<file path="config.mk">
export PLATFORM = sky130hd
export DESIGN_NAME = spi_master_ctrl
export DESIGN_NICKNAME = d
export VERILOG_FILES = /design/src/rtl/spi_pkg.sv /design/src/rtl/spi_piso_sipo.sv /design/src/rtl/spi_master_ctrl.sv
export SDC_FILE = /design/constraint.sdc
export NUM_CORES = 1
export LEC_CHECK = 0
export CAP_MARGIN = 20
export CORE_UTILIZATION = 50
export DETAILED_ROUTE_END_ITERATION = 7
export PLACE_DENSITY = 0.81
export SETUP_SLACK_MARGIN = 0.15
export SLEW_MARGIN = 20
export SYNTH_ARGS = -nofsm -noshare
export SYNTH_HDL_FRONTEND = slang
export SYNTH_SLANG_ARGS = --single-unit
</file>
<file path="constraint.sdc">
create_clock -name clk -period 2.4 [get_ports clk]
set_input_delay 0.48 -clock clk [delete_from_list [all_inputs] [get_ports clk]]
set_output_delay 0.48 -clock clk [all_outputs]
set_load 0.01 [all_outputs]
</file>
<file path="src/rtl/spi_pkg.sv">
// Shared types and default parameters for the SPI master frame controller.
package spi_pkg;

  typedef enum logic [1:0] {
    WR_ADDR = 2'b00,
    WR_DATA = 2'b01,
    RD_ADDR = 2'b10,
    RD_DATA = 2'b11
  } spi_cmd_t;

  typedef enum logic [2:0] {
    IDLE = 3'd0,
    SEND = 3'd1,
    TURN = 3'd2,
    RECV = 3'd3,
    END  = 3'd4
  } master_state_t;

  localparam int DEF_DATA_W  = 8;
  localparam int DEF_RD_WAIT = 1;
  localparam int DEF_FRAME_W = DEF_DATA_W + 3;

endpackage

</file>
<file path="src/rtl/spi_piso_sipo.sv">
// Frame shift-out register (bits below the MSB), miso shift-in register and
// the shared bit counter used by both SEND and RECV.
module spi_piso_sipo
  import spi_pkg::*;
#(
  parameter int DATA_W  = DEF_DATA_W,
  parameter int FRAME_W = DEF_FRAME_W
) (
  input  logic               clk,
  input  logic               rst_n,
  input  logic               load,
  input  logic [FRAME_W-2:0] tx_bits,
  input  logic               rx_load,
  input  logic               shift_out,
  input  logic               shift_in,
  input  logic               miso,
  output logic               tx_next,
  output logic               cnt_zero,
  output logic [DATA_W-1:0]  rx_next
);

  localparam int CNT_W = $clog2(FRAME_W);

  logic [FRAME_W-2:0] tx_shift;
  logic [DATA_W-2:0]  rx_shift;
  logic [CNT_W-1:0]   bit_cnt;

  // The frame MSB goes out straight from the top, so only the rest is held here.
  assign tx_next  = tx_shift[FRAME_W-2];
  assign rx_next  = {rx_shift, miso};
  assign cnt_zero = (bit_cnt == CNT_W'(0));

  // Shift registers and bit counter.
  always_ff @(posedge clk or negedge rst_n) begin
    if (!rst_n) begin
      tx_shift <= '0;
      rx_shift <= '0;
      bit_cnt  <= '0;
    end else begin
      if (load) begin
        tx_shift <= tx_bits;
      end else if (shift_out) begin
        tx_shift <= {tx_shift[FRAME_W-3:0], 1'b0};
      end else begin
        tx_shift <= tx_shift;
      end

      if (shift_in) begin
        rx_shift <= rx_next[DATA_W-2:0];
      end else begin
        rx_shift <= rx_shift;
      end

      if (load) begin
        bit_cnt <= CNT_W'(FRAME_W - 1);
      end else if (rx_load) begin
        bit_cnt <= CNT_W'(DATA_W - 1);
      end else if ((shift_out || shift_in) && !cnt_zero) begin
        bit_cnt <= bit_cnt - CNT_W'(1);
      end else begin
        bit_cnt <= bit_cnt;
      end
    end
  end

endmodule

</file>
<file path="src/rtl/spi_master_ctrl.sv">
// SPI master frame controller: sends {start, cmd, data} MSB-first on mosi and,
// for RD_DATA, captures a byte from miso after a turnaround.
module spi_master_ctrl
  import spi_pkg::*;
#(
  parameter int DATA_W  = DEF_DATA_W,
  parameter int RD_WAIT = DEF_RD_WAIT
) (
  input  logic              clk,
  input  logic              rst_n,
  input  logic              start,
  input  logic [1:0]        cmd,
  input  logic [DATA_W-1:0] wr_data,
  input  logic              miso,
  output logic              ss_n,
  output logic              mosi,
  output logic              busy,
  output logic              done,
  output logic [DATA_W-1:0] rd_data,
  output logic              rd_valid
);

  localparam int FRAME_W = DATA_W + 3;
  localparam int WAIT_W  = (RD_WAIT > 1) ? $clog2(RD_WAIT + 1) : 1;

  master_state_t     state, next_state;
  spi_cmd_t          cur_cmd;
  logic [WAIT_W-1:0] wait_cnt;
  logic [FRAME_W-1:0] frame_in;
  logic              load, rx_load, shift_out, shift_in;
  logic              tx_next, cnt_zero, mosi_next, capture;
  logic [DATA_W-1:0] rx_next;

  assign frame_in = {cmd[1], cmd, wr_data};

  spi_piso_sipo #(
    .DATA_W (DATA_W),
    .FRAME_W(FRAME_W)
  ) u_shift (
    .clk      (clk),
    .rst_n    (rst_n),
    .load     (load),
    .tx_bits  (frame_in[FRAME_W-2:0]),
    .rx_load  (rx_load),
    .shift_out(shift_out),
    .shift_in (shift_in),
    .miso     (miso),
    .tx_next  (tx_next),
    .cnt_zero (cnt_zero),
    .rx_next  (rx_next)
  );

  // State, latched command and turnaround counter.
  always_ff @(posedge clk or negedge rst_n) begin
    if (!rst_n) begin
      state    <= IDLE;
      cur_cmd  <= WR_ADDR;
      wait_cnt <= '0;
    end else begin
      state <= next_state;
      if (load) begin
        cur_cmd <= spi_cmd_t'(cmd);
      end else begin
        cur_cmd <= cur_cmd;
      end
      if ((state == SEND) && (next_state == TURN)) begin
        wait_cnt <= WAIT_W'(RD_WAIT - 1);
      end else if ((state == TURN) && (wait_cnt != WAIT_W'(0))) begin
        wait_cnt <= wait_cnt - WAIT_W'(1);
      end else begin
        wait_cnt <= wait_cnt;
      end
    end
  end

  // Next-state logic and datapath strobes.
  always_comb begin
    next_state = state;
    case (state)
      IDLE: next_state = start ? SEND : IDLE;
      SEND: begin
        if (cnt_zero) begin
          if (cur_cmd == RD_DATA) begin
            next_state = (RD_WAIT > 0) ? TURN : RECV;
          end else begin
            next_state = END;
          end
        end else begin
          next_state = SEND;
        end
      end
      TURN:    next_state = (wait_cnt == WAIT_W'(0)) ? RECV : TURN;
      RECV:    next_state = cnt_zero ? END : RECV;
      END:     next_state = IDLE;
      default: next_state = IDLE;
    endcase

    load      = (state == IDLE) && start;
    shift_out = (state == SEND);
    shift_in  = (state == RECV);
    rx_load   = (next_state == RECV) && (state != RECV);
    capture   = (state == RECV) && (next_state == END);

    // Outputs are registered, so mosi is computed one cycle ahead of the wire.
    if (load) begin
      mosi_next = frame_in[FRAME_W-1];
    end else if ((state == SEND) && !cnt_zero) begin
      mosi_next = tx_next;
    end else begin
      mosi_next = 1'b0;
    end
  end

  // Registered outputs, driven from the state being entered.
  always_ff @(posedge clk or negedge rst_n) begin
    if (!rst_n) begin
      ss_n     <= 1'b1;
      mosi     <= 1'b0;
      busy     <= 1'b0;
      done     <= 1'b0;
      rd_valid <= 1'b0;
      rd_data  <= '0;
    end else begin
      ss_n     <= (next_state == IDLE) || (next_state == END);
      mosi     <= mosi_next;
      busy     <= (next_state != IDLE);
      done     <= (next_state == END);
      rd_valid <= capture;
      if (capture) begin
        rd_data <= rx_next;
      end else begin
        rd_data <= rd_data;
      end
    end
  end

endmodule

</file>
# [After elaboration in Yosys (flattened, before gate mapping)]
# Cells that the tools add are included.
# W data, S select, Z words.
[totals] register_bits=40 latchBits=0 mem_bits_rw=0 romBits=0 input_bits=14 n_memories=0
[classes] n_addsub=2 multipliers=0 div=0 magnitude_cmp=0 eq_ne=8 n_shift=0 n_mux=15 n_bitwise=0 reduce_logical=17
[op_table] op="$mux W10" n=2
[op_table] op="$eq A3 B2 Y1 const B" n=4
[op_table] op="$mux W4" n=3
[op_table] op="$pmux W3 S4" n=1
[op_table] op="$mux W3" n=3
[op_table] op="$logic_and A1 B1 Y1" n=7
[op_table] op="$logic_not A3 Y1" n=2
[op_table] op="$mux W1" n=6
[op_table] op="$reduce_bool A3 Y1" n=2
[op_table] op="$logic_not A4 Y1" n=1
[op_table] op="$reduce_bool A2 Y1" n=2
[op_table] op="$sub A4 B1 Y4 const B" n=1
[op_table] op="$eq A3 B1 Y1 const B" n=1
[op_table] op="$eq A3 B3 Y1 const B" n=1
[op_table] op="$ne A3 B2 Y1 const B" n=1
[op_table] op="$eq A2 B2 Y1 const B" n=1
[op_table] op="$logic_or A1 B1 Y1" n=2
[op_table] op="$logic_not A1 Y1" n=1
[op_table] op="$sub A1 B1 Y1 const B" n=1

# [Logic depth before layout (Yosys ltp)]
[depth] depth_word=8 mapped_depth=6 ltp_nobuf=5

# [Hierarchy]
# A second synthesis with hierarchy kept.
[unflattened] hier_cells=145 area_unflattened_um2=1776.7
[modules_own_cells] module="spi_piso_sipo" n_inst=1 cells_each=88 area_per_inst_um2=965.9 seq_area_each_um2=525.5
[modules_own_cells] module="spi_master_ctrl" n_inst=1 cells_each=57 area_per_inst_um2=810.8 seq_area_each_um2=476.7

# [Worst setup path before layout]
# OpenSTA, ideal clock, no wires.
[synth_path] path_kind="register to register" startpoint="register u_shift.bit_cnt[0]" endpoint="register rd_data[0]" setup_ns=0.128 arrival_time_ns=1.613 required_ns=2.272 setup_slack_ns=0.659 stages_incl_launch_ff=7 n_path_buf=1 path_cell_list="dfrtp_1 inv_1 ha_1 or3b_1 buf_2 nor2_8 mux2_1"
[synth_between] elab_chain_cells=5
[synth_rtl] element="start, declared" line_no="spi_piso_sipo.sv:26" source="logic [CNT_W-1:0] bit_cnt;"
[synth_rtl] element="start signal, assigned" line_no="spi_piso_sipo.sv:55" source="bit_cnt <= CNT_W'(FRAME_W - 1);"
[synth_rtl] element="start signal, assigned" line_no="spi_piso_sipo.sv:57" source="bit_cnt <= CNT_W'(DATA_W - 1);"
[synth_rtl] element="start signal, assigned" line_no="spi_piso_sipo.sv:59" source="bit_cnt <= bit_cnt - CNT_W'(1);"
[synth_rtl] element="$logic_not A4 Y1 (*)" line_no="spi_piso_sipo.sv:31" source="assign cnt_zero = (bit_cnt == CNT_W'(0));"
[synth_rtl] element="$mux W3, on equally long branches" line_no="spi_master_ctrl.sv:93, spi_master_ctrl.sv:82"
[synth_rtl] element="$pmux W3 S4 (*)" line_no="spi_master_ctrl.sv:79" source="case (state)"
[synth_rtl] element="$eq A3 B3 Y1 (*)" line_no="spi_master_ctrl.sv:102" source="capture = (state == RECV) && (next_state == END);"
[synth_rtl] element="$logic_and A1 B1 Y1 (*)" line_no="spi_master_ctrl.sv:102"
[synth_rtl] element="named net capture" line_no="spi_master_ctrl.sv:31" source="logic tx_next, cnt_zero, mosi_next, capture;"
[synth_rtl] element="end signal, assigned" line_no="spi_master_ctrl.sv:130" source="rd_data <= rx_next;"
[synth_rtl] element="end signal, assigned" line_no="spi_master_ctrl.sv:132" source="rd_data <= rd_data;"
[synth_rtl] element="end, declared" line_no="spi_master_ctrl.sv:19" source="output logic [DATA_W-1:0] rd_data,"
# Mark *: on every way through the listed nets, which the timed path passes. The rest lies on a longest branch.
# A chain may end at the register's enable or synchronous reset.

# [Worst setup path after layout]
[layout_path] startpoint="register u_shift.bit_cnt[0]" endpoint="register rd_data[2]"
# The elaborated chain is that of the path after synthesis.

==> metrics.md <==
| Metric | Value |
|---|---|
| Run status | finished clean |
| GRT Resource Usage Total | 0.178 |
| Insertion delay of the later-clocked pin in the worst-skew pair | 0.34 ns |
| Delay of the slowest cell on the worst path | 0.51 ns |
| Routability congestion estimate from global placement | between 0.7 and 0.8 |
| Buffer and inverter count on the worst path | 1 |
| Aggregate negative setup slack | 0 ns |
| Clock root buffer master | clkbuf_4 |
| First-pass GRT wire length | around 4800 microns |
| # Post-CTS Setup Buffers | 0 |
| Minimum clock period after layout | 1.95 ns |
| Number of synthesis warnings | 0 |
| Multi-input logic area | 696 sq um |
| Hold violation count in the final report | 0 |
| Number of core rows | 21 |
| Initial antenna violation count | 0 |
| Post-route ant nets | 0 |
| Mean cell area of the mapped netlist | 12.3 sq um |
| CTS clock-pin slew for the worst setup and hold paths | 0.12 ns |
| Worst setup path class | register to register |
| Average vias per placed instance | 5.35 |
| Final Hold Slack | 0.230 ns |
| Pwr/cell area | 1090 nW/um^2 |
| TritonCTS clock tree | built |
| Number of detailed-route iterations in the first pass | 4 |
| Post-detailed-routing wire length | 3020 microns |
| Most used DFF post-synth | dfrtp_1 |
| Post-synthesis instance area | approximately 1800 sq um |
| HPWL reported at the end of detailed placement | about 2300 microns |
| Number of enable-type register cells in the synthesized netlist | 0 |
| Avg WL per Cell | approximately 14 microns |
| Hold-fix buffers, CTS | 0 |
| Fill cell count | 290 |
| Maximum vdd ir drop | around 780 uV |
| Fraction of final layout cells sized beyond drive strength 1 | 0.144 |
| Count of cells resized by post-cts repair | 0 |
| Number of failing setup endpoints in the final timing report | 0 |
| Transition time at the pin with the least slew margin | 0.848 ns |
| Area growth syn-to-layout | 20.4% |
| Total number of vias | 1,176 |
| Die Width | 61.6 microns |
| Seq cells post-synth | 40 |
| Cell breakdown of the critical path | inv_1 > ha_1 > or3b_1 > nor2_8 > mux2_1 |
| Leftover overflow at the end of global routing | 0 |
| Total placed instance area | 2070 sq um |
| Setup repair after global routing missed its margin | false |
| Largest area contributor in the netlist | dfrtp_1 |
| Worst path arrival time | ~2.2 ns |
| Cell variety after synth | 34 |
| Post-synthesis sequential area ratio | 0.564 |
| Synth Instances | 144 |
| Net count of the finished layout | 189 |
| Number of buffers created by CTS | 5 |
| Htree depth | 2 |
| Max_cap viols | 0 |
| Maximum number of pins on one net before global-route repair | slightly above 40 |
| Top Family by Delay on Critical Path | simple AND/OR/NAND/NOR gates |
| Fraction of synthesis flops using an asynchronous set or reset pin | 1.00 |
| Max Root-Sink Buffers | 2 |
| Maximum fanout count along the critical path | 9 |
| Most numerous cell in the Yosys netlist | dfrtp_1 |
| Final clock skew | 0.00894 ns |
| Final count of pins violating max slew | 0 |
| Ports placed on the boundary | 27 |
| Total power of the final layout | 0.00234 W |
| Required @ worst endpoint | 2.63 ns |
| Relative slew margins | 0.435 |
| Syn nets | 160 |
| Height of the die | 61.6 microns |
| Class of the tightest hold or removal check | primary input to async pin |
| Number of buffers inserted by port buffering | 26 |
| Number of clock sinks | 40 |
| Most common library cells after synthesis | dfrtp_1, inv_1, mux2_1, nand2_1, mux2_2 |
| Static Leak | 1.04 nW |
| Startpoint type of the worst setup path | register |
| Max Clock Freq | 0.514 GHz |
| Final critical-path share of the clock period | 0.811 |
| Post-route cell area | about 2100 sq um |
| Total Die Area | 3790 sq um |
| DRT iter0 DRCs | 21 |
| CP endpoint kind | register |
| Via count of the first global-routing pass | approximately 1.1k |
| DRC Markers | 0 |
| Initial core utilization | 0.528 |
| Cell with the largest stage delay on the worst path | or3b_1 |
| Share of the synthesized area in the top cell type | 0.550 |
| Count of antenna diodes in the layout | 0 |
| Leading cell types by total area after synthesis | dfrtp_1, mux2_1, mux2_2, mux2i_1, inv_1 |
| Register area | 1000 sq um |
| Floorplan core area | 3360 sq um |
report_power, final:
group	internal (W)	switching [W]
combinational	0.000459	0.000424
clock	0.000142	0.000222
sequential	0.000901	0.000188
worst paths after layout:
path / from / endpoint / slack, ns / cells past startpoint
setup / recovery: u_shift.bit_cnt[0]$_DFFE_PN0P_ / rd_data[2]$_DFFE_PN0P_ / 0.45 / 5
hold / removal: rst_n / u_shift.tx_shift[6]$_DFFE_PN0P_ / 0.23 / 1
setup reg to reg: u_shift.bit_cnt[0]$_DFFE_PN0P_ / rd_data[2]$_DFFE_PN0P_ / 0.45 / 5
hold reg to reg: cur_cmd[0]$_DFFE_PN0P_ / cur_cmd[0]$_DFFE_PN0P_ / 0.49 / 2
max in group asynchronous: rst_n / wait_cnt$_DFFE_PN0P_ / 1.63 / 1
min in group clk: cur_cmd[0]$_DFFE_PN0P_ / cur_cmd[0]$_DFFE_PN0P_ / 0.49 / 2
routing by layer:
| metal | vias up | part of all wire | routed length (microns) | GRT usage |
|---|---|---|---|---|
| met3 | 6 | 0.047 | 141 | 0.0420 |
| met5 | - | 0 | 0 | 0 |
| met1 | 570 | 0.43 | 1290 | 0.214 |
| met2 | 35 | 0.51 | 1530 | 0.303 |
| met4 | 0 | 0.017 | 50 | 0.0857 |
| li1 | 565 | - | - | - |
placed cells by master, fill, tap and decap left out, types with 2 or more instances in the layout:
cell type	synthesis	routed
dfrtp_1	39	39
clkdlybuf4s50_1	0	25
inv_1	12	12
nand2_1	10	10
mux2_1	10	10
mux2_2	9	9
o21ai_0	8	8
o22ai_1	7	7
mux2i_1	7	7
clkbuf_4	0	5
nor3_1	4	4
a31oi_1	3	3
nor2b_1	2	2
nand3_1	2	2
nand2b_1	2	2
nor2_1	2	2
or4b_1	2	2
or3_1	2	2
ha_1	2	2
clkinvlp_4	0	2
buf_4	1	2
metrics by stage:
step / utilization / setup slack (ns) / instances
after floorplan: - / 0.659 / 144
after global placement: 0.616 / 0.366 / 212
after detailed placement: 0.616 / 0.300 / 212
after CTS: 0.635 / 0.408 / 220
after global routing: 0.635 / 0.336 / 220
final: 0.635 / 0.454 / 220
final cells by class:
class                   count  share of cell area
clock buffers               6              0.0240
multi-input cells          86               0.326
inverters                  12              0.0211
clock inverters             2             0.00703
repair buffers             28               0.126
flip-flops and latches     40               0.469
well taps                  46              0.0269
state kept, by name, indices dropped and copies added, names as in the netlist, 2 cells and up:
name / flops
u_shift.bit_cnt: 4
u_shift.tx_shift: 10
cur_cmd: 2
rd_data: 8
state: 3
u_shift.rx_shift: 7
kinds of logic (layout without fill, tap and decap cells):
kind of cell	after synthesis	after routing	synth area share
buf+inv	18	48	0.0437
compound gates	22	22	0.0754
mux	26	26	0.160
flops	40	40	0.564
simple gates	36	36	0.142
fa+ha+maj	2	2	0.0141
Power figures use the tool's default switching activity.
